`src/rtl/ahb_arbiter_if.sv`:
```
`default_nettype none
// ============================================================================
// Module      : ahb_arbiter_if
// Description : Bundle of the AHB arbitration signals shared between the
//               managers/bus fabric and the arbiter.
//                 i_HBUSREQ   [N_MASTERS] per-manager bus request
//                 i_HLOCK     [N_MASTERS] per-manager locked-transfer request
//                 i_HTRANS    [2]         transfer type of address-phase owner
//                 i_HBURST    [3]         burst type of address-phase owner
//                 i_HREADY    [1]         bus-wide transfer complete
//                 o_HGRANT    [N_MASTERS] one-hot grant
//                 o_HMASTER   [IDX_W]     index of address-phase owner
//                 o_HMASTLOCK [1]         current address phase is locked
//               Modport "slave" is the arbiter's view, "master" the view of
//               whoever drives the requests and observes the grant.
// Revision    : 1.0 - initial release
// ============================================================================
interface ahb_arbiter_if #(
  parameter int N_MASTERS = 4,
  parameter int IDX_W     = 2
);
  logic [N_MASTERS-1:0] i_HBUSREQ;
  logic [N_MASTERS-1:0] i_HLOCK;
  logic [1:0]           i_HTRANS;
  logic [2:0]           i_HBURST;
  logic                 i_HREADY;
  logic [N_MASTERS-1:0] o_HGRANT;
  logic [IDX_W-1:0]     o_HMASTER;
  logic                 o_HMASTLOCK;

  modport slave (
    input  i_HBUSREQ, i_HLOCK, i_HTRANS, i_HBURST, i_HREADY,
    output o_HGRANT, o_HMASTER, o_HMASTLOCK
  );

  modport master (
    output i_HBUSREQ, i_HLOCK, i_HTRANS, i_HBURST, i_HREADY,
    input  o_HGRANT, o_HMASTER, o_HMASTLOCK
  );
endinterface
`default_nettype wire

```
`src/rtl/ahb_arbiter.sv`:
```
`default_nettype none
// ============================================================================
// Module      : ahb_arbiter
// Description : Round-robin AHB bus arbiter with burst-aware handover and
//               locked-transfer support.
//                 i_HCLK   : bus clock, all state changes on rising edge
//                 i_HRESET : synchronous active-high reset
//                 bus      : ahb_arbiter_if.slave (requests, locks, transfer
//                            type/burst, HREADY in; grant, owner, lock out)
//               A grant change only happens at an arbitration point: a
//               completed transfer (HREADY=1) that is not BUSY, finishes the
//               current burst (remaining beats = 0) and is not under a lock
//               hold by the granted manager.
// Revision    : 1.0 - initial release
// ============================================================================
module ahb_arbiter #(
  parameter int N_MASTERS      = 4,
  parameter int DEFAULT_MASTER = 0,
  parameter int IDX_W          = 2
) (
  input  wire logic    i_HCLK,
  input  wire logic    i_HRESET,
  ahb_arbiter_if.slave bus
);

  localparam logic [1:0] c_htrans_idle   = 2'd0;
  localparam logic [1:0] c_htrans_busy   = 2'd1;
  localparam logic [1:0] c_htrans_nonseq = 2'd2;
  localparam logic [1:0] c_htrans_seq    = 2'd3;

  localparam logic [IDX_W-1:0]     c_default_idx   = IDX_W'(DEFAULT_MASTER);
  localparam logic [N_MASTERS-1:0] c_one           = N_MASTERS'(1);
  localparam logic [N_MASTERS-1:0] c_default_grant = c_one << DEFAULT_MASTER;

  logic [N_MASTERS-1:0] r_grant;
  logic [IDX_W-1:0]     r_gidx;      // index of r_grant; doubles as round-robin pointer
  logic [IDX_W-1:0]     r_master;
  logic                 r_mastlock;
  logic [3:0]           r_cnt;       // beats still to come in the current burst

  logic [3:0]           w_cnt_n;
  logic                 w_lock_hold;
  logic                 w_arb_point;
  logic [IDX_W-1:0]     w_next_idx;
  logic                 w_found;
  logic [IDX_W-1:0]     w_scan_idx;

  // Remaining-beat count after the transfer completing on this edge.
  always_comb begin
    w_cnt_n = 4'd0;
    case (bus.i_HTRANS)
      c_htrans_nonseq: begin
        case (bus.i_HBURST)
          3'd2, 3'd3: w_cnt_n = 4'd3;
          3'd4, 3'd5: w_cnt_n = 4'd7;
          3'd6, 3'd7: w_cnt_n = 4'd15;
          default:    w_cnt_n = 4'd0;   // SINGLE / INCR: each beat may hand over
        endcase
      end
      c_htrans_seq:  w_cnt_n = (r_cnt != 4'd0) ? (r_cnt - 4'd1) : 4'd0;
      c_htrans_busy: w_cnt_n = r_cnt;
      c_htrans_idle: w_cnt_n = 4'd0;
      default:       w_cnt_n = 4'd0;
    endcase
  end

  // Only the granted manager's own request/lock can hold the bus.
  assign w_lock_hold = bus.i_HLOCK[r_gidx] & bus.i_HBUSREQ[r_gidx];

  assign w_arb_point = bus.i_HREADY
                     & (bus.i_HTRANS != c_htrans_busy)
                     & (w_cnt_n == 4'd0)
                     & ~w_lock_hold;

  // Scan g+1, g+2, ... ending at g itself; first requester wins.
  always_comb begin
    w_next_idx = c_default_idx;
    w_found    = 1'b0;
    w_scan_idx = '0;
    for (int i = 1; i <= N_MASTERS; i++) begin
      w_scan_idx = IDX_W'((int'(r_gidx) + i) % N_MASTERS);
      if (!w_found && bus.i_HBUSREQ[w_scan_idx]) begin
        w_found    = 1'b1;
        w_next_idx = w_scan_idx;
      end
    end
  end

  always_ff @(posedge i_HCLK) begin
    if (i_HRESET) begin
      r_grant    <= c_default_grant;
      r_gidx     <= c_default_idx;
      r_master   <= c_default_idx;
      r_mastlock <= 1'b0;
      r_cnt      <= 4'd0;
    end else if (bus.i_HREADY) begin
      r_cnt      <= w_cnt_n;
      // Ownership and lock follow the grant that was in force for this transfer.
      r_master   <= r_gidx;
      r_mastlock <= bus.i_HLOCK[r_gidx];
      if (w_arb_point) begin
        r_gidx  <= w_next_idx;
        r_grant <= c_one << w_next_idx;
      end
    end
  end

  assign bus.o_HGRANT    = r_grant;
  assign bus.o_HMASTER   = r_master;
  assign bus.o_HMASTLOCK = r_mastlock;

endmodule
`default_nettype wire

```
`src/flat_wrapper.sv`:
```
// flat-port wrapper written by rule: the top's interface ports become plain ports
module ahb_arbiter_flat 
#(
  parameter int N_MASTERS      = 4,
  parameter int DEFAULT_MASTER = 0,
  parameter int IDX_W          = 2
)
  (i_HCLK, i_HRESET, bus_i_HBUSREQ, bus_i_HLOCK, bus_i_HTRANS, bus_i_HBURST, bus_i_HREADY, bus_o_HGRANT, bus_o_HMASTER, bus_o_HMASTLOCK);
  ahb_arbiter_if #(.N_MASTERS(N_MASTERS), .IDX_W(IDX_W)) bus_i ();
  input  wire logic i_HCLK;
  input  wire logic i_HRESET;
  input wire logic [$bits(bus_i.i_HBUSREQ)-1:0] bus_i_HBUSREQ;
  input wire logic [$bits(bus_i.i_HLOCK)-1:0] bus_i_HLOCK;
  input wire logic [$bits(bus_i.i_HTRANS)-1:0] bus_i_HTRANS;
  input wire logic [$bits(bus_i.i_HBURST)-1:0] bus_i_HBURST;
  input wire logic [$bits(bus_i.i_HREADY)-1:0] bus_i_HREADY;
  output wire logic [$bits(bus_i.o_HGRANT)-1:0] bus_o_HGRANT;
  output wire logic [$bits(bus_i.o_HMASTER)-1:0] bus_o_HMASTER;
  output wire logic [$bits(bus_i.o_HMASTLOCK)-1:0] bus_o_HMASTLOCK;
  assign bus_i.i_HBUSREQ = bus_i_HBUSREQ;
  assign bus_i.i_HLOCK = bus_i_HLOCK;
  assign bus_i.i_HTRANS = bus_i_HTRANS;
  assign bus_i.i_HBURST = bus_i_HBURST;
  assign bus_i.i_HREADY = bus_i_HREADY;
  assign bus_o_HGRANT = bus_i.o_HGRANT;
  assign bus_o_HMASTER = bus_i.o_HMASTER;
  assign bus_o_HMASTLOCK = bus_i.o_HMASTLOCK;
  ahb_arbiter #(.N_MASTERS(N_MASTERS), .DEFAULT_MASTER(DEFAULT_MASTER), .IDX_W(IDX_W)) u_core (.i_HCLK(i_HCLK), .i_HRESET(i_HRESET), .bus(bus_i));
endmodule
```
`config.mk`:
```
export PLATFORM = sky130hd
export DESIGN_NAME = ahb_arbiter_flat
export DESIGN_NICKNAME = d
export VERILOG_FILES = /design/src/rtl/ahb_arbiter_if.sv /design/src/rtl/ahb_arbiter.sv /design/src/flat_wrapper.sv
export SDC_FILE = /design/constraint.sdc
export NUM_CORES = 1
export LEC_CHECK = 0
export CAP_MARGIN = 10
export CORE_ASPECT_RATIO = 0.8
export CORE_UTILIZATION = 36
export CTS_BUF_LIST = sky130_fd_sc_hd__clkbuf_8
export DETAILED_ROUTE_END_ITERATION = 8
export GPL_ROUTABILITY_DRIVEN = 1
export GPL_TIMING_DRIVEN = 0
export PLACE_DENSITY_LB_ADDON = 0.25
export SYNTH_ARGS = -nofsm -noshare
export SYNTH_HDL_FRONTEND = slang
export SYNTH_SLANG_ARGS = --single-unit
```
`constraint.sdc`:
```
create_clock -name i_HCLK -period 2.31 [get_ports i_HCLK]
set_clock_uncertainty 0.05 [all_clocks]
set_input_delay 0.462 -clock i_HCLK [delete_from_list [all_inputs] [get_ports i_HCLK]]
set_output_delay 0.462 -clock i_HCLK [all_outputs]
set_load 0.05 [all_outputs]
```
== Yosys cells after proc, flatten, opt, wreduce, memory -nomap -nowiden ==
Index checks and enable logic that the tools add are counted.

* Logic and storage cells: 66
* Input port bits: 16
* Register bits after elaboration: 13
* Output and inout bits: 7

* Reductions and logical operators: 13
* Magnitude comparators: 5
* Shift-type cells: 1
* Multiplexer cells: 22
* Equal/unequal tests: 10
* Add/sub/neg operators: 5
* Bitwise logic cells: 5

{| class="wikitable"
|+ Operators by type and width
! operator !! number
|-
| case mux 4 bit (4 select lines) || 1
|-
| less-than comparator 2 x 3 -> 1 bit (second input constant) || 5
|-
| binary-select mux 1 bit (select 2 bit) || 6
|-
| == test 3 bit (second input constant) || 4
|-
| case mux 4 bit (3 select lines) || 1
|-
| 2-to-1 mux 1 bit || 9
|-
| 2-to-1 mux 2 bit || 4
|-
| == test 3 x 2 -> 1 bit (second input constant) || 2
|-
| OR reduction 2 bit || 3
|-
| adder 2 x 1 -> 2 bit (second input constant) || 2
|-
| adder 2 bit (second input constant) || 2
|-
| bitwise AND 1 bit || 4
|-
| == test 2 bit (second input constant) || 2
|-
| zero test 4 bit || 1
|-
| 2-to-1 mux 4 bit || 1
|-
| nonzero test 4 bit || 1
|-
| left shift 1 x 2 -> 4 bit (first input constant) || 1
|-
| subtractor 4 x 1 -> 4 bit (second input constant) || 1
|-
| logical AND 1 bit || 3
|-
| zero test 1 bit || 3
|-
| == test 2 x 1 -> 1 bit (second input constant) || 1
|-
| zero test 2 bit || 1
|-
| != test 2 x 1 -> 1 bit (second input constant) || 1
|-
| AND reduction 2 bit || 1
|-
| inverter 1 bit || 1
|}

== Longest topological paths before layout ==
* Depth in word-level cells: 14
* Depth in mapped cells: 7

== Worst setup path after synthesis ==
OpenSTA, ideal clock, no wires.

* Kind: input-to-reg
* Start: input bus_i_HBURST[1]
* End: register u_core.r_grant[2], in the netlist u_core.bus.o_HGRANT[2]
* Stages: 5
* Arrival time: 1.630 ns
* Path slack: 0.508 ns
* Setup time: 0.121 ns
* Cell sequence: or2_1 a211oi_2 a21boi_2 nand4_4 mux2_4

* Word-level cells in the longest chain between the ends: 8
* Elaborated cells on any way between the ends: 15
* Classes of those cells: eq/ne (6); mux (2); bitwise (2); reduce/logical (5)

{| class="wikitable"
|+ Ends and longest elaborated chain
! item !! RTL line !! text
|-
| start: declaration || flat_wrapper.sv:15 || <nowiki>input wire logic [$bits(bus_i.i_HBURST)-1:0] bus_i_HBURST;</nowiki>
|-
| == test 3 bit / == test 3 x 2 -> 1 bit (equally long branches) || ahb_arbiter.sv:53 || <nowiki>case (bus.i_HBURST)</nowiki>
|-
| OR reduction 2 bit || ahb_arbiter.sv:53 ||
|-
| case mux 4 bit (3 select lines) (*) || ahb_arbiter.sv:53 ||
|-
| case mux 4 bit (4 select lines) (*) || ahb_arbiter.sv:51 || <nowiki>case (bus.i_HTRANS)</nowiki>
|-
| zero test 4 bit (*) || ahb_arbiter.sv:72 || <nowiki>& (w_cnt_n == 4'd0)</nowiki>
|-
| bitwise AND 1 bit (*) || ahb_arbiter.sv:72 ||
|-
| bitwise AND 1 bit (*) || ahb_arbiter.sv:73 || <nowiki>& ~w_lock_hold;</nowiki>
|-
| AND reduction 2 bit (no source line) (*) || n/a ||
|-
| end signal: assignment || ahb_arbiter.sv:91 || <nowiki>r_grant <= c_default_grant;</nowiki>
|-
| end signal: assignment || ahb_arbiter.sv:103 || <nowiki>r_grant <= c_one << w_next_idx;</nowiki>
|-
| end: declaration || ahb_arbiter.sv:35 || <nowiki>logic [N_MASTERS-1:0] r_grant;</nowiki>
|}

Every way passes the cells marked *; elsewhere a longest branch is shown, timed or not.
A chain may end at the register's enable or synchronous reset.

== Worst setup path in the final report ==
* Start: input bus_i_HBURST[2]
* End: register u_core.r_grant[2], in the netlist u_core.bus.o_HGRANT[2]

Same word-level chain as after synthesis.

==> results by group <==
Clock tree
  – Worst-Skew Late Latency: 0.25 ns
  – Post-CTS Hold Buffers: 0
  – Clk root buf: clkbuf_8
  – Post-CTS Setup Bufs: 0
  – CTS Sinks: 13
  – Worst-case clock buffer depth: 2
  – CTS tree: built
  – Clk pin slew, worst setup/hold paths: 0.06 ns
  – TritonCTS Buffers: 3
  – Resized cells post-CTS: 0
  – H-tree levels: 1

GRT
  – Number of global-route vias before repair: 668
  – Grt ovf: 0
  – Total Routing Usage GR: 0.158
  – Initial antenna violation count: 0
  – Global-route wire length before repair: ~3000 microns
  – Largest net degree at the start of global routing: 11

Logic synthesis
  – Synth Cell Area: around 850 sq um
  – Syn Inst Count: 94
  – Number of synthesized register bits: 13
  – Largest area contributor in the netlist: dfxtp_1
  – Mean area per synthesized cell: 9.00 sq um
  – Synth top area cells: dfxtp_1 31%, mux2i_1 7.1%, o21ai_0 5.3%
  – Syn Nets: about 110
  – YS warnings: 0
  – Synth top area share: 0.308
  – Library cells used by synthesis: 32
  – Post-synthesis sequential area ratio: 0.308

STA
  – Worst slew pin tran: about 0.51 ns
  – Setup tns final: 0 ns
  – Achievable Freq: 480 MHz
  – RSZ-0062 raised after global routing: false
  – Final worst path period need: 2.08 ns
  – Worst slew margin: 0.656
  – Final Slew Violations: 0
  – Ratio of final minimum period to clock period: 0.902
  – # setup viols final: 0
  – Final hold vios: 0
  – Hold_ws: 0.419 ns

Pwr
  – Final Power: ~0.00062 W
  – Sw Pwr: ~0.00019 W
  – Pleak: 0.449 nW
  – Seq pwr share: 0.402
  – Net Sw Frac: 0.301
  – Clock share of power: 0.329
  – Cell Pwr Density: ~560 nW/um^2
  – P_int: around 0.00044 W
  – Gate power share: 0.269
  – Peak VDD IR: ~0.00041 V

Setup path
  – Critical Path Start Type: input port
  – Critical path class: in2reg
  – WP data required: around 2.4 ns
  – Crit path DAT: 2.17 ns
  – Crit. End Element: register
  – CP max FO: 6

Place
  – Post-DP HPWL: approximately 1300 microns
  – Placed Area: ~1100 sq um
  – Placed cell count: ~140
  – Port Buffers: 20
  – Gpl congestion: between 0.7 and 0.8

Routing
  – WL per Instance: 12.0 microns
  – Total routed wirelength: ~1700 microns
  – ANT nets after route: 0
  – DRT iter0 DRCs: 15
  – DRC Markers: 0
  – DR vias/cell: 5.17
  – Pre-antenna DRT Iters: 4
  – Via count: 740

Finish
  – Post-Layout Cell Count: 143
  – Filler cell count: approximately 210
  – # nets final: 137
  – Commonest non-fill, non-tap cells in the layout: 20 x clkdlybuf4s50_1, 13 x dfxtp_1, 9 x o21ai_0, 9 x nand2_1, 8 x nor2_1
  – Layout cells sized above 1: 0.102
  – Area grow syn2layout: 32.7%
  – Final instance area: roughly 1100 sq um
  – Commonest non-fill, non-tap cell in the layout: clkdlybuf4s50_1
  – Diodes inserted: 0

Floorplanning
  – Vert. Die Dim: between 40 and 50 microns
  – IO Count: 23
  – Die Span X: 56.2 microns
  – Core area: 2180 sq um
  – Die ar.: 2550 sq um
  – Starting Density: 0.389
  – Core Rows: 15

Worst hold path
  – Type of the worst min-delay path: in2reg

Flow run
  – Max-cap viol count: 0

Status
  – Outcome: completed
-- Yosys cell counts --
cell	count
nor2b_1	6
or2_1	1
a21boi_2	1
dfxtp_1	13
mux4_1	1
mux2_4	3
nor2_1	8
o21a_1	1
buf_4	1
and2_1	2
and3_1	1
nand2b_1	4
ha_1	2
a21o_1	1
mux4_2	1
and2b_1	1
a211oi_2	1
o21ai_0	9
nand4_4	1
xor2_1	1
a211oi_1	2
a21oi_4	1
clkbuf_1	1
mux2i_1	6
nand3_1	2
nor3_1	3
inv_1	4
a21oi_1	3
o22a_1	1
nand3b_1	1
a32o_1	2
nand2_1	9
-- metrics by stage --
| step | setup slack [ns] | utilization |
|---|---|---|
| final | 0.226 | 0.516 |
| after global routing | 0.177 | 0.516 |
| after CTS | 0.241 | 0.516 |
| after detailed placement | -0.0162 | 0.495 |
| after global placement | -0.0418 | 0.495 |
| after floorplan | 0.508 | - |
-- critical path, cell delays in order --
cell             delay, ns
clkdlybuf4s50_1       0.44
or2_1                 0.25
a211oi_2              0.25
a21boi_2              0.23
nand4_4               0.20
mux2_4                0.34
-- power groups by stage --
stage                     clock (W)  sequential (W)  combinational, W
final                      0.000205        0.000251          0.000168
after global routing       0.000222        0.000253          0.000184
after CTS                  0.000212        0.000251          0.000169
after detailed placement          0        0.000255          0.000168
after global placement            0        0.000255          0.000166
after floorplan                   0        0.000273         0.0000941
-- area by class of cell --
class | instances | area, sq um | share of cell area
Multi-Input combinational cell | 75 | 559 | 0.498
Sequential cell | 13 | 260 | 0.232
Timing Repair Buffer | 20 | 200 | 0.178
Clock buffer | 3 | 41.3 | 0.0368
Tap cell | 25 | 31.3 | 0.0279
Inverter | 4 | 15.0 | 0.0134
Buffer | 2 | 11.3 | 0.0100
Clock inverter | 1 | 3.75 | 0.00334
-- kinds of logic (layout without fill, tap and decap cells) --
group | count (synthesis) | after routing | share of synthesized area
DFF | 13 | 13 | 0.308
AOI/OAI and AO/OA | 22 | 22 | 0.188
muxes | 11 | 11 | 0.182
and+or+nand+nor | 39 | 39 | 0.251
buffers and inverters | 6 | 30 | 0.0311
xor gates and xnor gates | 1 | 1 | 0.0104
adders and majority gates | 2 | 2 | 0.0296
-- flip-flops by register name, indices dropped and copies added (netlist names) --
| signal | cells |
|---|---|
| u_core.r_gidx | 2 |
| u_core.bus.o_HGRANT | 4 |
| u_core.bus.o_HMASTLOCK | 1 |
| u_core.bus.o_HMASTER | 2 |
| u_core.r_cnt | 4 |
-- layer usage --
metal  GRT usage  share of wire  vias up
met5           0              0        -
met4      0.0732          0.020        0
met3      0.0688          0.063        5
met2       0.231           0.41       18
met1       0.203           0.51      331
li1            -              -      386
-- final timing paths --
path / from / to / slack (ns) / cells after the start
setup / recovery: bus_i_HBURST[2] / u_core.bus.o_HGRANT[2] / 0.23 / 6
hold / removal: bus_i_HREADY / u_core.r_cnt[3] / 0.42 / 2
setup reg to reg: u_core.r_cnt[0] / u_core.bus.o_HGRANT[2] / 0.48 / 7
hold reg to reg: u_core.bus.o_HGRANT[1] / u_core.bus.o_HGRANT[1] / 0.44 / 2
Note: power is estimated with default switching activity, not from simulation.
